File: src/rtl/axis_pkg.sv
// Shared types and helpers for the AXI-Stream pattern blocks.
package axis_pkg;

  localparam int PATTERN_WIDTH  = 32;
  localparam int MAX_DATA_WIDTH = 2048;

  typedef enum logic [1:0] {
    IDLE,
    SEND,
    GAP,
    FINISH
  } state_e;

  // Callers narrow the result to their own bus width with a size cast.
  function automatic logic [MAX_DATA_WIDTH-1:0] replicate(
    input logic [PATTERN_WIDTH-1:0] v
  );
    return {(MAX_DATA_WIDTH/PATTERN_WIDTH){v}};
  endfunction

endpackage

File: src/rtl/axis_producer.sv
// AXI-Stream test-pattern source: packet_count packets of packet_len
// beats carrying a replicated, continuously incrementing 32-bit counter.
module axis_producer
  import axis_pkg::*;
#(
  parameter int DATA_WIDTH = 256,
  parameter int LEN_WIDTH  = 16
) (
  input  logic                  clk,
  input  logic                  resetn,
  input  logic                  start,
  input  logic [LEN_WIDTH-1:0]  packet_len,
  input  logic [31:0]           packet_count,
  input  logic [7:0]            gap,
  input  logic [31:0]           first_value,
  output logic                  busy,
  output logic                  done,
  output logic [DATA_WIDTH-1:0] AXIS_TDATA,
  output logic                  AXIS_TVALID,
  output logic                  AXIS_TLAST,
  input  logic                  AXIS_TREADY
);

  state_e                   state_q;
  logic [LEN_WIDTH-1:0]     len_q;
  logic [LEN_WIDTH-1:0]     beat_q;
  logic [31:0]              pkts_q;
  logic [7:0]               gap_q;
  logic [7:0]               gap_cnt_q;
  logic [PATTERN_WIDTH-1:0] pat_q;

  logic [PATTERN_WIDTH-1:0] pat_nxt;
  logic [LEN_WIDTH-1:0]     beat_nxt;
  logic                     len_one;
  logic                     xfer;

  assign pat_nxt  = pat_q + 32'd1;
  assign beat_nxt = beat_q + LEN_WIDTH'(1);
  assign len_one  = (len_q == LEN_WIDTH'(1));
  assign xfer     = AXIS_TVALID & AXIS_TREADY;

  always_ff @(posedge clk) begin
    if (!resetn) begin
      state_q     <= IDLE;
      len_q       <= '0;
      beat_q      <= '0;
      pkts_q      <= '0;
      gap_q       <= '0;
      gap_cnt_q   <= '0;
      pat_q       <= '0;
      busy        <= 1'b0;
      done        <= 1'b0;
      AXIS_TDATA  <= '0;
      AXIS_TVALID <= 1'b0;
      AXIS_TLAST  <= 1'b0;
    end else begin
      unique case (state_q)
        IDLE: begin
          done <= 1'b0;
          if (start) begin
            if (packet_len != '0 && packet_count != 32'd0) begin
              state_q     <= SEND;
              len_q       <= packet_len;
              pkts_q      <= packet_count;
              gap_q       <= gap;
              beat_q      <= LEN_WIDTH'(1);
              pat_q       <= first_value;
              busy        <= 1'b1;
              AXIS_TDATA  <= DATA_WIDTH'(replicate(first_value));
              AXIS_TVALID <= 1'b1;
              AXIS_TLAST  <= (packet_len == LEN_WIDTH'(1));
            end else begin
              state_q <= FINISH;
              done    <= 1'b1;
            end
          end
        end

        SEND: begin
          if (xfer) begin
            pat_q <= pat_nxt;
            if (AXIS_TLAST) begin
              if (pkts_q == 32'd1) begin
                state_q     <= FINISH;
                busy        <= 1'b0;
                done        <= 1'b1;
                AXIS_TVALID <= 1'b0;
                AXIS_TLAST  <= 1'b0;
              end else begin
                pkts_q <= pkts_q - 32'd1;
                beat_q <= LEN_WIDTH'(1);
                if (gap_q == 8'd0) begin
                  AXIS_TDATA <= DATA_WIDTH'(replicate(pat_nxt));
                  AXIS_TLAST <= len_one;
                end else begin
                  state_q     <= GAP;
                  gap_cnt_q   <= gap_q;
                  AXIS_TVALID <= 1'b0;
                  AXIS_TLAST  <= 1'b0;
                end
              end
            end else begin
              beat_q     <= beat_nxt;
              AXIS_TDATA <= DATA_WIDTH'(replicate(pat_nxt));
              AXIS_TLAST <= (beat_nxt == len_q);
            end
          end
        end

        GAP: begin
          gap_cnt_q <= gap_cnt_q - 8'd1;
          // The last idle cycle preloads the next packet's first beat.
          if (gap_cnt_q == 8'd1) begin
            state_q     <= SEND;
            AXIS_TDATA  <= DATA_WIDTH'(replicate(pat_q));
            AXIS_TVALID <= 1'b1;
            AXIS_TLAST  <= len_one;
          end
        end

        FINISH: begin
          state_q <= IDLE;
          done    <= 1'b0;
          busy    <= 1'b0;
        end

        default: state_q <= IDLE;
      endcase
    end
  end

endmodule

File: config.mk
export PLATFORM = sky130hd
export DESIGN_NAME = axis_producer
export DESIGN_NICKNAME = d
export VERILOG_FILES = /design/src/rtl/axis_pkg.sv /design/src/rtl/axis_producer.sv
export SDC_FILE = /design/constraint.sdc
export NUM_CORES = 1
export LEC_CHECK = 0
export BUFFER_PORTS_ARGS = -buffer_cell sky130_fd_sc_hd__buf_2
export CAP_MARGIN = 10
export CELL_PAD_IN_SITES_DETAIL_PLACEMENT = 1
export CELL_PAD_IN_SITES_GLOBAL_PLACEMENT = 1
export CORE_AREA = 2 2 182 184
export DETAILED_ROUTE_END_ITERATION = 7
export DIE_AREA = 0 0 184 186
export PLACE_DENSITY_LB_ADDON = 0.1
export SLEW_MARGIN = 0
export SYNTH_ARGS = -nofsm -noshare
export SYNTH_HDL_FRONTEND = slang
export SYNTH_SLANG_ARGS = --single-unit
File: constraint.sdc
create_clock -name clk -period 3.45 [get_ports clk]
set_input_delay 0.1725 -clock clk [delete_from_list [all_inputs] [get_ports clk]]
set_output_delay 0.1725 -clock clk [all_outputs]
set_load 0.005 [all_outputs]
# Yosys cells after proc, flatten, opt, wreduce, memory -nomap -nowiden
# Cells that the tools add are included.
word_totals:
  in_bits: 92
  out_inout_bits: 260
  ff_bits: 374
classes:
  add_sub_neg: 4
  bitwise_logic: 1
  n_mux: 63
  eq_ne: 19
  n_reduce_logical: 20
ops:
  columns: ["cell", "n"]
  rows:
  - ["$mux W256", 7]
  - ["$pmux W256 S3", 1]
  - ["$mux W32", 8]
  - ["$pmux W32 S2", 2]
  - ["$mux W16", 5]
  - ["$add A32 B1 Y32 const B", 1]
  - ["$eq A16 B1 Y1 const B", 2]
  - ["$eq A32 B1 Y1 const B", 1]
  - ["$mux W8", 4]
  - ["$pmux W16 S2", 1]
  - ["$reduce_bool A32 Y1", 1]
  - ["$sub A32 B1 Y32 const B", 1]
  - ["$mux W1", 22]
  - ["$reduce_and A5 Y1", 4]
  - ["$add A16 B1 Y16 const B", 1]
  - ["$eq A16 B16 Y1", 1]
  - ["$ne A2 B2 Y1 const B", 8]
  - ["$pmux W8 S2", 1]
  - ["$reduce_bool A16 Y1", 1]
  - ["$mux W2", 7]
  - ["$reduce_and A7 Y1", 2]
  - ["$pmux W1 S3", 4]
  - ["$reduce_and A6 Y1", 2]
  - ["$ne A3 B3 Y1 const B", 3]
  - ["13 further kinds", 17]

# Logic depth before layout (Yosys ltp)
logic_depth:
  word_depth: 6
  depth_mapped: 10
  mapped_depth_nobuf: 8

# Worst setup path after synthesis
# No wires, ideal clock.
synth_timing:
  path_kind: "reg2reg"
  from: "register pkts_q[15]"
  to: "register pkts_q[5]"
  path_slack_ns: 1.016
  path_buffers: 1
  arrival_time_ns: 2.315
  synth_period_minus_slack_ns: 2.434
  path_stages_with_launch: 8
  path_cell_list: "dfxtp_1 or4_4 or4_4 o31a_1 o221ai_2 buf_6 a21oi_1 o221a_1"
synth_via:
  elab_chain_cells: 3
synth_lines:
  columns: ["item", "line", "rtl"]
  rows:
  - ["from (decl)", "axis_producer.sv:27", "logic [31:0] pkts_q;"]
  - ["from (signal assigned)", "axis_producer.sv:64", "pkts_q <= packet_count;"]
  - ["from (signal assigned)", "axis_producer.sv:90", "pkts_q <= pkts_q - 32'd1;"]
  - ["$eq A32 B1 Y1", "axis_producer.sv:83", "if (pkts_q == 32'd1) begin"]
  - ["$ne A2 B2 Y1 (no line)", null, null]
  - ["$reduce_and A6 Y1 (no line)", null, null]
# No other way between the ends.
# A chain may end at the register's enable or synchronous reset.

# Worst setup path in the final report
layout_timing:
  from: "register gap_cnt_q[3]"
  to: "register AXIS_TDATA[231]"
layout_via:
  elab_chain_cells: 3
layout_lines:
  columns: ["item", "line", "rtl"]
  rows:
  - ["from (decl)", "axis_producer.sv:29", "logic [7:0] gap_cnt_q;"]
  - ["from (signal assigned)", "axis_producer.sv:97", "gap_cnt_q <= gap_q;"]
  - ["from (signal assigned)", "axis_producer.sv:111", "gap_cnt_q <= gap_cnt_q - 8'd1;"]
  - ["$eq A8 B1 Y1", "axis_producer.sv:113", "if (gap_cnt_q == 8'd1) begin"]
  - ["$ne A2 B2 Y1 (no line)", null, null]
  - ["$reduce_and A7 Y1 (no line)", null, null]
  - ["to (signal assigned)", "axis_producer.sv:93", "AXIS_TDATA <= DATA_WIDTH'(replicate(pat_nxt));"]
  - ["to (signal assigned)", "axis_producer.sv:104", "AXIS_TDATA <= DATA_WIDTH'(replicate(pat_nxt));"]
  - ["to (signal assigned)", "axis_producer.sv:115", "AXIS_TDATA <= DATA_WIDTH'(replicate(pat_q));"]
  - ["to (decl)", "axis_producer.sv:18", "output logic [DATA_WIDTH-1:0] AXIS_TDATA,"]
# No other way between the ends.

==> results.sh <==
export IMPL_worst_setup_path_start_kind="register"
export IMPL_wire_per_inst_um=19.1
export IMPL_die_h_um=186
export IMPL_hold_buffers=18
export IMPL_portBuffers=351
export IMPL_crit_slowest_cell="or4_4"
export IMPL_synth_edf_count=0
export IMPL_first_iter_violations=663
export IMPL_antenna_cells=0
export IMPL_synth_seq_cells=150
export IMPL_fp_dieW_um=184
export IMPL_async_reset_ff_frac=0
export IMPL_ant_nets=0
export IMPL_cts_tree="done"
export IMPL_grt_usage=0.217
export IMPL_dr_pass1_iters=5
export IMPL_cts_root_buf="clkbuf_16"
export IMPL_relSlewSlack=0.537
export IMPL_wirelength_um=38200
export IMPL_grt_pass1_wl_um=58500
export IMPL_finClkSkew_ns=0.0147
export IMPL_critPathKind="register to register"
export IMPL_nets=1680
export IMPL_yosysTopAreaCell="dfxtp_1"
export IMPL_drive_above_1_share=0.292
export IMPL_synthCells=1474
export IMPL_ys_types=82
export IMPL_tightest_slew_ns=0.688
export IMPL_p_leak_uw=0.00531
export IMPL_slowest_delay_ns=0.58
export IMPL_slew_violations=0
export IMPL_p_per_area_nw_per_um2=1020
export IMPL_vias=11000
export IMPL_grt_pass1_vias=10500
export IMPL_syn_nets=1577
export IMPL_viasPerCell=5.50
export IMPL_drc=0
export IMPL_finalSetupTns_ns=0
export IMPL_clock_path_buffers=2
export IMPL_path_clk_slew_ns=0.07
export IMPL_cts_made_buffers=17
export IMPL_dp_hpwl_um=27100
export IMPL_peakVddDrop_v=0.000498
export IMPL_num_io_pins=352
export IMPL_crit_fanout=28
export IMPL_required_ns=3.77
export IMPL_clock_latency_ns=0.43
export IMPL_place_gp_congestion=0.804
export IMPL_htree_levels=4
export IMPL_final_core_util=0.386
export IMPL_status="finished, final reports clean"
export IMPL_ys_seq_area_frac=0.270
export IMPL_period_share=0.861
export IMPL_yosys_area_top_type_share=0.270
export IMPL_post_cts_setup_buffers=0
export IMPL_grt_max_degree=65
export IMPL_r2r_start="gap_cnt_q[3]"
export IMPL_yosysMostFrequentCell="buf_4"
export IMPL_area_growth_pct=11.5
export IMPL_ys_top_cells_by_area="dfxtp_1 27%, buf_4 15%, nand2_1 5.7%"
export IMPL_rsz0062_at_grt="no"
export IMPL_antenna_found_initial=0
export IMPL_arrival_ns=3.29
export IMPL_crit_start="gap_cnt_q[3]"
export IMPL_synth_common_cells="226 x buf_4, 168 x nand2_1, 150 x dfxtp_1"
export IMPL_final_fill_count=4005
export IMPL_num_rows=66
export IMPL_endpoint_kind="register"
export IMPL_avgSynthCellArea_um2=7.55
export IMPL_p_total_uw=12600
export IMPL_report_final_setup_viol=0
export IMPL_drv_cap=0
export IMPL_hp_class="primary input to register"
export IMPL_hold_start="packet_len[15]"
export IMPL_path_cells="or4_4, nor4b_2, o21ai_2, a211oi_4, nand2_4, o41ai_1"
export IMPL_layout_min_cycle_time_ns=2.97
export IMPL_hold_viol=0
export IMPL_syn_area_um2=11100
export IMPL_grt_ovfl_total=0
export IMPL_post_cts_resized=0
export IMPL_start_util=0.346
export IMPL_die_area_um2=34200
export IMPL_fmax_mhz=337
export IMPL_synth_ff_type="dfxtp_1"
export IMPL_clock_sinks=150
export IMPL_ys_warn_count=0
export IMPL_coreArea_um2=32200
-- flip-flops by register name, indices dropped and copies added (netlist names) --
name,cells
len_q,16
done,1
gap_q,8
AXIS_TVALID,1
AXIS_TDATA,32
gap_cnt_q,8
beat_q,16
busy,1
pkts_q,32
AXIS_TLAST,1
pat_q,32
state_q,2
-- worst paths after layout --
kind	endpoint	slack (ns)	cells past startpoint
min reg2reg	gap_q[1]	0.47	2
min	len_q[15]	0.01	3
max	AXIS_TDATA[231]	0.48	6
max reg2reg	AXIS_TDATA[231]	0.48	6
-- metal layers --
layer,GRT usage,share of wire,vias up
met1,0.279,0.45,5345
met5,0,0,-
li1,-,-,5324
met3,0.0266,0.036,37
met4,0.0586,0.018,0
met2,0.382,0.49,287
-- cell type report --
class	count	area (um^2)	area share
inverter	40	150	0.0121
clock inverter	12	154	0.0124
clock buffer	20	447	0.0360
tap	408	510	0.0411
multi-input combinational	962	5910	0.476
sequential	150	3000	0.242
timing repair buffer	406	2240	0.181
-- power breakdown --
| part | internal, uW | total (uW) | switching (uW) |
|---|---|---|---|
| combinational | 3030 | 7310 | 4280 |
| sequential | 2370 | 3330 | 960 |
| clock | 1160 | 1970 | 811 |
-- metrics by stage --
step,area (um^2),std cells,worst slack [ns],hold WS (ns)
global placement,11600,1948,0.570,0.423
finish,12400,1998,0.479,0.0126
floorplan,11100,1474,1.02,0.308
detailed placement,11600,1948,0.473,0.427
CTS,12400,1998,0.444,0.00481
global route,12400,1998,0.237,0.0189
-- cell usage in the layout (no fill, tap or decap), types with 14 or more instances in the layout --
cell type / n
o311ai_0: 15
and4_1: 14
buf_4: 36
clkbuf_16: 17
nand4_1: 31
xnor2_1: 19
inv_1: 38
o22ai_1: 15
nor4_1: 23
nand3_1: 40
dlygate4sd3_1: 18
o211ai_1: 29
mux2i_1: 30
o21ai_0: 99
a31oi_1: 20
a21oi_1: 104
buf_2: 350
nor3_1: 28
nor2_1: 83
nand2_1: 168
dfxtp_1: 150
-- cell families after synthesis --
| logic type | count (synthesis) | synth area share |
|---|---|---|
| AND/OR/NAND/NOR | 465 | 0.207 |
| AO/OA/AOI/OAI | 428 | 0.260 |
| buffers and inverters | 362 | 0.201 |
| flip-flops | 150 | 0.270 |
| multiplexers | 32 | 0.0290 |
| XOR/XNOR | 26 | 0.0205 |
| adder cells (fa/ha/maj) | 11 | 0.0124 |
-- critical path, delay by kind of cell (launching register included) --
kind               cells  cell delay, ns
and+or+nand+nor        3            1.37
AOI/OAI and AO/OA      3            1.13
DFF                    1            0.35
No activity file was read; power rests on OpenSTA's default activity.
